File: config.mk
export PLATFORM = sky130hd
export DESIGN_NAME = minifloat_accum
export DESIGN_NICKNAME = d
export VERILOG_FILES = /design/src/rtl/minifloat_accum.sv
export SDC_FILE = /design/constraint.sdc
export NUM_CORES = 1
export LEC_CHECK = 0
export ABC_AREA = 1
export ABC_CLOCK_PERIOD_IN_PS = 2350
export CORE_MARGIN = 5
export CORE_UTILIZATION = 56
export CTS_BUF_LIST = sky130_fd_sc_hd__clkbuf_8
export DETAILED_ROUTE_END_ITERATION = 10
export PLACE_DENSITY_LB_ADDON = 0.2
export SYNTH_ARGS = -nofsm -noshare
export SYNTH_HDL_FRONTEND = slang
export SYNTH_SLANG_ARGS = --single-unit
File: constraint.sdc
create_clock -name clk -period 2.35 [get_ports clk]
set_clock_uncertainty 0.15 [all_clocks]
set_input_delay 0.47 -clock clk [delete_from_list [all_inputs] [get_ports clk]]
set_output_delay 0.47 -clock clk [all_outputs]
set_load 0.03 [all_outputs]
File: src/rtl/minifloat_accum.sv
// rtl/minifloat_accum.sv - decodes 7-bit minifloat codes and emits saturating per-block sums
module minifloat_accum #(
    parameter int ACC_W     = 16,
    parameter int CNT_W     = 8,
    parameter int BLOCK_LEN = 16
) (
    input  logic             clk,
    input  logic             rst,
    input  logic             in_valid,
    output logic             in_ready,
    input  logic [6:0]       in_data,
    input  logic             flush,
    output logic             out_valid,
    input  logic             out_ready,
    output logic [ACC_W-1:0] out_sum,
    output logic [CNT_W-1:0] out_count,
    output logic             out_sat
);

    typedef enum logic [1:0] {
        ACC   = 2'd0,
        DRAIN = 2'd1,
        OUT   = 2'd2
    } state_t;

    localparam logic [ACC_W-1:0] SUM_MAX  = '1;
    localparam logic [CNT_W-1:0] LAST_IDX = CNT_W'(BLOCK_LEN - 1);

    state_t           state;
    state_t           state_nx;
    logic [10:0]      dec_val;
    logic [10:0]      val1;
    logic             v1;
    logic [ACC_W-1:0] sum;
    logic [CNT_W-1:0] count;
    logic [CNT_W-1:0] taken;
    logic             sat;
    logic [ACC_W:0]   sum_ext;
    logic             xfer;
    logic             done;

    assign xfer = in_valid && in_ready;
    assign done = out_valid && out_ready;

    always_comb begin
        dec_val = {7'd0, in_data[3:0]};
        if (in_data[6:4] != 3'd0) begin
            dec_val = {6'd0, 1'b1, in_data[3:0]} << (in_data[6:4] - 3'd1);
        end
    end

    // Extra top bit catches overflow so the clamp can be applied in one step.
    assign sum_ext = {1'b0, sum} + {{(ACC_W - 10){1'b0}}, val1};

    always_ff @(posedge clk) begin
        if (rst) begin
            state <= ACC;
        end else begin
            state <= state_nx;
        end
    end

    always_comb begin
        state_nx = state;
        case (state)
            ACC: begin
                if (flush || (xfer && (taken == LAST_IDX))) begin
                    state_nx = DRAIN;
                end
            end
            DRAIN:   state_nx = OUT;
            OUT: begin
                if (out_ready) begin
                    state_nx = ACC;
                end
            end
            default: state_nx = ACC;
        endcase
    end

    always_comb begin
        in_ready  = (state == ACC) && !rst;
        out_valid = (state == OUT);
    end

    always_ff @(posedge clk) begin
        if (rst) begin
            v1    <= 1'b0;
            val1  <= '0;
            sum   <= '0;
            count <= '0;
            sat   <= 1'b0;
            taken <= '0;
        end else begin
            v1 <= xfer;
            if (xfer) begin
                val1  <= dec_val;
                taken <= taken + 1'b1;
            end
            if (done) begin
                sum   <= '0;
                count <= '0;
                sat   <= 1'b0;
                taken <= '0;
            end else if (v1) begin
                if (sum_ext[ACC_W]) begin
                    sum <= SUM_MAX;
                    sat <= 1'b1;
                end else begin
                    sum <= sum_ext[ACC_W-1:0];
                end
                count <= count + 1'b1;
            end
        end
    end

    assign out_sum   = sum;
    assign out_count = count;
    assign out_sat   = sat;

endmodule
# == Word level (Yosys, flattened, before mapping) ==
# Cells that the tools add are included.
# word_totals
register_bits,47
inputBits,12
out_inout_bits,27
wordCells,33
# op_classes
addsub,4
n_eq_ne,5
shift,1
mux,5
n_reduce_logical,11
# ops
cell,n
adder 16 x 11 -> 17 bit,1
"adder 8 x 1 -> 8 bit, second input constant",2
2-to-1 mux 16 bit,1
2-to-1 mux 11 bit,1
<< shifter 5 x 3 -> 11 bit,1
"== test 8 x 4 -> 1 bit, second input constant",1
one-hot mux 2 bit (3 select lines),1
logical AND 1 bit,4
2-to-1 mux 2 bit,2
AND reduction 2 bit,2
nonzero test 3 bit,1
"subtractor 3 x 1 -> 3 bit, second input constant",1
"== test 2 x 1 -> 1 bit, second input constant",1
"== test 2 bit, second input constant",1
zero test 2 bit,1
"!= test 2 x 1 -> 1 bit, second input constant",1
"!= test 2 bit, second input constant",1
OR reduction 2 bit,1
zero test 1 bit,1
logical OR 1 bit,1

# == Longest topological paths before layout ==
# Gate-level depths: netlist (run 1).
# logic_depth
word_depth,7
ltp_mapped,13
ltp_nobuf,13

# == Worst setup path before layout (run 1) ==
# Ideal clock, no wire load.
# synth_timing
path_type,register to register
from,reg sum[0] (netlist: out_sum[0])
to,reg sum[1] (netlist: out_sum[1])
setup_time_ns,0.112
arrival_time_ns,1.814
required_time_ns,2.088
slack_ns,0.274
stages_incl_launch_ff,13
n_path_buf,0
period_less_slack_ns,2.076
path_cell_list,dfxtp_1 > ha_1 > fa_1 > nand2_1 > nand2_1 > nand3_2 > nand2_2 > nand2_2 > nand2_4 > nor2_8 > inv_4 > o21ai_2 > inv_1
# synth_between
elab_chain_len,2
# synth_rtl
item,line_no,rtl
start: declaration,34,logic [ACC_W-1:0] sum;
start signal: assignment,110,sum <= sum_ext[ACC_W-1:0];
adder 16 x 11 -> 17 bit,53,"assign sum_ext = {1'b0, sum} + {{(ACC_W - 10){1'b0}}, val1};"
2-to-1 mux 16 bit,106,if (sum_ext[ACC_W]) begin
# Every way passes these cells.
# A chain may end at the register's enable or synchronous reset.

# == Final worst setup path (run 1) ==
# layout_timing
from,reg sum[0] (netlist: out_sum[0])
to,reg sum[4] (netlist: out_sum[4])
# Same word-level chain as after synthesis.

==> results of run 1 <==
Yosys cell counts:
| library cell | number |
|---|---|
| nand2_4 | 5 |
| inv_2 | 3 |
| nor3b_1 | 2 |
| buf_6 | 1 |
| mux2i_1 | 1 |
| nor2_2 | 4 |
| nand3_2 | 2 |
| nand2_2 | 5 |
| a31oi_1 | 3 |
| a21oi_1 | 41 |
| nand2_1 | 95 |
| fa_1 | 1 |
| xor2_1 | 4 |
| and2_1 | 1 |
| dfxtp_1 | 47 |
| nor2_4 | 1 |
| clkbuf_1 | 1 |
| buf_2 | 6 |
| nor3_4 | 1 |
| nor2_1 | 48 |
| o21a_1 | 2 |
| o21ai_0 | 23 |
| o21ai_2 | 6 |
| inv_6 | 1 |
| nor2_8 | 1 |
| xnor2_1 | 3 |
| nor4_1 | 2 |
| nand3b_1 | 1 |
| ha_1 | 15 |
| nor3_1 | 10 |
| inv_1 | 56 |
| a21oi_2 | 1 |
| or2_4 | 1 |
| a21o_2 | 1 |
| nand3_1 | 18 |
| inv_4 | 3 |
| o21ai_1 | 4 |
| nand4_1 | 3 |
flip-flops by register name, indices dropped and copies added, names as in the netlist:
signal     count
out_count      8
out_sat        1
out_sum       16
state          2
taken          8
v1             1
val1          11
worst paths after layout:
path / endpoint
max: out_sum[4]$_SDFFE_PP0P_
min: out_sat$_SDFFE_PP0P_
min reg2reg: out_sat$_SDFFE_PP0P_
max reg2reg: out_sum[4]$_SDFFE_PP0P_
worst min-delay path: stages (launching register included):
cell	delay, ns
dfxtp_1	0.32
inv_1	0.05
a21oi_1	0.05
where the power goes:
group | switching, mW | internal [mW]
Clock | 0.289 | 0.321
Sequential | 0.0285 | 0.828
Combinational | 0.210 | 0.134
Total | 0.528 | 1.28
metrics by stage:
step	total power [mW]	setup slack, ns
after floorplan	1.11	0.274
after global placement	1.21	0.130
after detailed placement	1.22	0.0793
after CTS	1.82	0.183
after global routing	1.91	0.0518
final	1.81	0.193
metal layers:
metal / share of wire / wire (um) / up-vias / track usage
li1: - / - / 1437 / -
met1: 0.46 / 2860 / 1197 / 0.254
met2: 0.47 / 2910 / 58 / 0.351
met3: 0.044 / 269 / 15 / 0.0362
met4: 0.021 / 127 / 0 / 0.0748
met5: 0 / 0 / - / 0
cells by family (layout without fill, tap and decap cells):
group                      count (synthesis)  count (layout)  share of synthesized area
and+or+nand+nor                          200             200                      0.321
AOI/OAI and AO/OA                         81              81                      0.154
buffers and inverters                     71             114                      0.102
DFF                                       47              47                      0.326
adders and majority gates                 16              16                     0.0720
xor gates and xnor gates                   7               7                     0.0213
muxes                                      1               1                    0.00347
layout make-up:
class	instances	area, um2
multi-input cells	305	1650
repair buffers	43	415
clock inverters	3	46.3
clock buffers	5	68.8
flip-flops and latches	47	941
well taps	70	87.6
inverters	63	249
fillers	447	1590
layout by cell type, fill, tap and decap left out, types with 3 or more instances in the layout:
master,n
nor3_1,10
ha_1,15
xnor2_1,3
a31oi_1,3
nand2_2,5
o21ai_2,6
inv_4,3
clkbuf_8,5
nand2_1,95
nand2_4,5
nand3_1,18
buf_4,6
inv_1,56
clkdlybuf4s50_1,37
nor2_1,48
o21ai_1,4
inv_2,3
nor2_2,4
nand4_1,3
o21ai_0,23
xor2_1,4
a21oi_1,41
dfxtp_1,47
==> results.py, run 1 <==
metrics = {
    "global_route": {
        "track_usage": 0.204,
        "grt-ovfl-total": 0,
        "grt_pass1_vias": 2601,
        "grt_start_max_net_pins": 19,
        "antenna_found_initial": 0,
        "grt_pass1_wl_um": 10900,
    },
    "floorplan": {
        "dieWidth_um": 81.8,
        "rows": 26,
        "die_area_um2": 6690,
        "fp.coreArea_um2": 5040,
        "initial_core_util": 0.572,
        "pin_count": 39,
        "dieHeight_um": 81.8,
    },
    "logic_synthesis": {
        "synthTopCellsByArea": "dfxtp_1 (33%), nand2_1 (12%), inv_1 (7.3%)",
        "synth_cell_type_count": 38,
        "yosysWarnings": 0,
        "yosysSeqAreaShare": 0.326,
        "avgSynthCellArea_um2": 6.82,
        "yosys_register_bits": 47,
        "syn-instance-count": 423,
        "synth_top_cell_by_area": "dfxtp_1",
        "syn_nets": 451,
        "syn-cell-area_um2": 2880,
        "synth_top_area_share": 0.326,
    },
    "timing": {
        "setup_viol": 0,
        "worst_pin_slew_ns": 0.342,
        "max_freq_mhz": 464,
        "fin_crit_ns": 2.16,
        "maxSlewViolCount": 0,
        "finalHoldViolCount": 0,
        "relSlewSlack": 0.770,
        "min_period_over_period": 0.918,
        "hold_ws_ns": 0.308,
        "fin_setup_tns_ns": 0,
        "rsz0062_at_grt": "false",
    },
    "clocking": {
        "ctsResizeCount": 0,
        "cts_root_buf": "clkbuf_8",
        "clockBufferDepth": 2,
        "numCtsBuffers": 5,
        "clock_sinks": 47,
        "htree_levels": 2,
        "cts_setup_buffers": 0,
        "cts_tree": "built",
        "ctsHoldBuffers": 0,
        "clk_pin_slew_worst_paths_ns": 0.09,
        "insertion_delay_ns": 0.30,
    },
    "hold_path": {
        "min_delay_path_depth": 2,
        "worstHoldStart": "out_sat$_SDFFE_PP0P_",
        "hold_path_class": "flop to flop",
    },
    "critical_path": {
        "start_kind": "flop",
        "crit_buf_inv": 2,
        "worstPathRequired_ns": 2.40,
        "cp_cell_sequence": "ha_1 > fa_1 > nand2_1 > nand2_1 > nand3_2 > nand2_2 > nand2_2 > nand2_4 > nor2_8 > inv_4 > o21ai_2 > inv_1",
        "crit_path_top_delay_cell": "fa_1",
        "cpLargestDelayFamily": "simple AND/OR/NAND/NOR gates",
        "rr_worst_depth": 12,
        "crit_start": "out_sum[0]$_SDFFE_PP0P_",
        "cp.arrival_ns": 2.21,
        "worstSetupEndpointType": "flop",
        "cp_num_cells": 12,
        "critPathMaxFanout": 5,
        "rrSetupSlack_ns": 0.19,
        "max_stage_delay_ns": 0.41,
        "r2r_start": "out_sum[0]$_SDFFE_PP0P_",
        "criticalPathCategory": "flop to flop",
    },
    "route": {
        "drt_iter0_drc": 113,
        "drc": 0,
        "drt_first_pass_iters": 4,
        "antenna_left": 0,
        "wl_per_cell_um": 11.5,
        "route.vias.total": 2707,
        "wl_um": 6170,
        "vias_per_cell": 5.05,
    },
    "placement": {
        "gp_congestion": 0.916,
        "port_buffers": 38,
        "detailed_place_hpwl_um": 4770,
        "placed_cells": 528,
        "placed_area_um2": 3340,
    },
    "finish": {
        "drive_gt1_frac": 0.105,
        "area_growth_syn_to_layout_pct": 19.9,
        "stdcell_count": 536,
        "final_util": 0.686,
        "final_cell_area_um2": 3460,
        "nets": 493,
        "diodes": 0,
    },
    "outcome": {
        "status": "finished clean",
    },
    "power": {
        "power.density_nw_per_um2": 524,
        "ir_worst_vdd_v": 0.000583,
        "p_leak_nw": 1.59,
    },
    "job": {
        "maxCapViolCount": 0,
    },
}
No activity file was read; power rests on OpenSTA's default activity.
==> run 2, diff against run 1 <==
--- a/config.mk
+++ b/config.mk
@@ -7,8 +7,10 @@
 export LEC_CHECK = 0
 export ABC_AREA = 1
 export ABC_CLOCK_PERIOD_IN_PS = 2350
+export CELL_PAD_IN_SITES_DETAIL_PLACEMENT = 1
+export CELL_PAD_IN_SITES_GLOBAL_PLACEMENT = 1
 export CORE_MARGIN = 5
-export CORE_UTILIZATION = 56
+export CORE_UTILIZATION = 41
 export CTS_BUF_LIST = sky130_fd_sc_hd__clkbuf_8
 export DETAILED_ROUTE_END_ITERATION = 10
 export PLACE_DENSITY_LB_ADDON = 0.2
==> run 2 against run 1 <==
Net effect: non-clock buffer count increased by 3; global-route usage decreased by 2.8 points; utilization down 18 points; critical path type unchanged.
==> results.py, run 2 (same netlist as run 1, synthesis figures left out) <==
metrics = {
    "power": {
        "power_frac_seq": 0.502,
        "p_leak_nw": 1.59,
        "ir_worst_vdd_v": 0.000312,
        "power.share.switching": 0.314,
        "p_sw_uw": 535,
        "p_int_mw": 1.17,
        "clkPwrFrac": 0.287,
        "power.share.combinational": 0.210,
        "power.density_nw_per_um2": 490,
    },
    "critical_path": {
        "rr_worst_depth": 12,
        "r2r_start": "out_sum[0]$_SDFFE_PP0P_",
        "criticalPathCategory": "flop to flop",
        "worstSetupEndpointType": "flop",
        "crit_buf_inv": 2,
        "rrSetupSlack_ns": 0.17,
        "cpLargestDelayFamily": "simple AND/OR/NAND/NOR gates",
        "cp.arrival_ns": 2.23,
        "max_stage_delay_ns": 0.36,
        "crit_path_end": "out_sum[0]$_SDFFE_PP0P_",
        "crit_start": "out_sum[0]$_SDFFE_PP0P_",
        "critPathMaxFanout": 5,
        "cp_cell_sequence": "ha_1 > fa_2 > nand2_1 > nand2_1 > nand3_2 > nand2_2 > nand2_2 > nand2_4 > nor2_8 > inv_4 > o21ai_2 > inv_1",
        "crit_path_top_delay_cell": "fa_2",
        "worstPathRequired_ns": 2.40,
        "cp_num_cells": 12,
        "start_kind": "flop",
        "worstReg2RegEnd": "out_sum[0]$_SDFFE_PP0P_",
    },
    "timing": {
        "rsz0062_at_grt": "false",
        "setup_viol": 0,
        "min_period_over_period": 0.928,
        "fin_setup_tns_ns": 0,
        "worst_pin_slew_ns": 0.347,
        "hold_ws_ns": 0.307,
        "relSlewSlack": 0.767,
        "fin_crit_ns": 2.18,
        "finalHoldViolCount": 0,
        "maxSlewViolCount": 0,
        "max_freq_mhz": 459,
    },
    "finish": {
        "stdcell_count": 565,
        "largest_register_ff_count": 16,
        "nets": 496,
        "drive_gt1_frac": 0.111,
        "final_util": 0.510,
        "diodes": 0,
        "mostFrequentLayoutCells": "nand2_1 (95), inv_1 (57), nor2_1 (48)",
        "area_growth_syn_to_layout_pct": 20.8,
        "final_common_cell": "nand2_1",
    },
    "hold_path": {
        "hold_path_class": "flop to flop",
    },
    "clocking": {
        "insertion_delay_ns": 0.30,
        "htree_levels": 2,
        "cts_root_buf": "clkbuf_8",
        "ctsHoldBuffers": 0,
        "clk_pin_slew_worst_paths_ns": 0.09,
        "numCtsBuffers": 5,
        "clock_sinks": 47,
        "clockBufferDepth": 2,
        "cts_setup_buffers": 0,
        "cts_tree": "built",
        "ctsResizeCount": 0,
    },
    "placement": {
        "port_buffers": 38,
        "gp_congestion": 0.828,
        "placed_cells": 557,
        "detailed_place_hpwl_um": 6140,
    },
    "route": {
        "wl_um": 7510,
        "drc": 0,
        "route.vias.total": 2803,
        "wl_per_cell_um": 13.3,
        "drt_first_pass_iters": 4,
        "vias_per_cell": 4.96,
        "drt_iter0_drc": 72,
        "antenna_left": 0,
    },
    "global_route": {
        "grt_pass1_vias": 2856,
        "grt-ovfl-total": 0,
        "grt_start_max_net_pins": 18,
        "antenna_found_initial": 0,
        "track_usage": 0.176,
        "grt_pass1_wl_um": 12600,
    },
    "floorplan": {
        "rows": 30,
        "fp.coreArea_um2": 6830,
        "dieHeight_um": 93.9,
        "pin_count": 39,
        "dieWidth_um": 93.9,
        "die_area_um2": 8810,
        "initial_core_util": 0.422,
    },
    "outcome": {
        "status": "finished clean",
    },
    "job": {
        "maxCapViolCount": 0,
    },
}
run 2: cell count changes in the layout (fill, tap and decap cells not counted):
| cell | previous run | this run |
|---|---|---|
| fa_1 | 1 | 0 |
| inv_1 | 56 | 57 |
| clkinv_2 | 0 | 1 |
| buf_4 | 6 | 9 |
| fa_2 | 0 | 1 |
| bufinv_16 | 1 | 0 |
| inv_6 | 2 | 1 |
run 2: how the worst min path moves through the flow:
stage / startpoint / to / depth (start not counted)
after floorplan: taken[3]$_SDFFE_PP0P_ / taken[3]$_SDFFE_PP0P_ / 1
after global placement: out_sat$_SDFFE_PP0P_ / out_sat$_SDFFE_PP0P_ / 2
after detailed placement: out_sat$_SDFFE_PP0P_ / out_sat$_SDFFE_PP0P_ / 2
after CTS: out_sat$_SDFFE_PP0P_ / out_sat$_SDFFE_PP0P_ / 2
after global routing: out_sat$_SDFFE_PP0P_ / out_sat$_SDFFE_PP0P_ / 2
final: out_sat$_SDFFE_PP0P_ / out_sat$_SDFFE_PP0P_ / 2
run 2: final cells by class:
class | instances | area, um2
Clock buffer | 5 | 68.8
Clock inverter | 3 | 16.3
Fill cell | 903 | 3350
Inverter | 63 | 249
Multi-Input combinational cell | 305 | 1650
Sequential cell | 47 | 941
Tap cell | 96 | 120
Timing Repair Buffer | 46 | 438
run 2: power by group through the flow:
stage	clock (mW)	combinational (mW)	sequential (mW)
detailed placement	0	0.361	0.876
floorplan	0	0.211	0.899
finish	0.490	0.359	0.857
CTS	0.507	0.364	0.858
global placement	0	0.350	0.876
global route	0.540	0.398	0.862
run 2: through the flow:
| stage | area (um2) | total power, mW | worst slack, ns |
|---|---|---|---|
| floorplan | 2880 | 1.11 | 0.274 |
| global placement | 3400 | 1.23 | 0.110 |
| detailed placement | 3400 | 1.24 | 0.00144 |
| CTS | 3480 | 1.73 | 0.0859 |
| global route | 3480 | 1.80 | 0.0554 |
| finish | 3480 | 1.71 | 0.169 |
run 2: worst register-to-register path: stages (launching register included):
cell and delay (ns):
dfxtp_1 0.34, ha_1 0.23, fa_2 0.36, nand2_1 0.10
nand2_1 0.11, nand3_2 0.11, nand2_2 0.09, nand2_2 0.11
nand2_4 0.10, nor2_8 0.14, inv_4 0.07, o21ai_2 0.12
inv_1 0.06
run 2: layer usage:
metal	wire, um	share of wire	vias up	global-route usage
li1	-	-	1450	-
met1	3360	0.45	1318	0.206
met2	3880	0.52	29	0.327
met3	200	0.027	6	0.0361
met4	68	0.0091	0	0.0373
met5	0	0	-	0
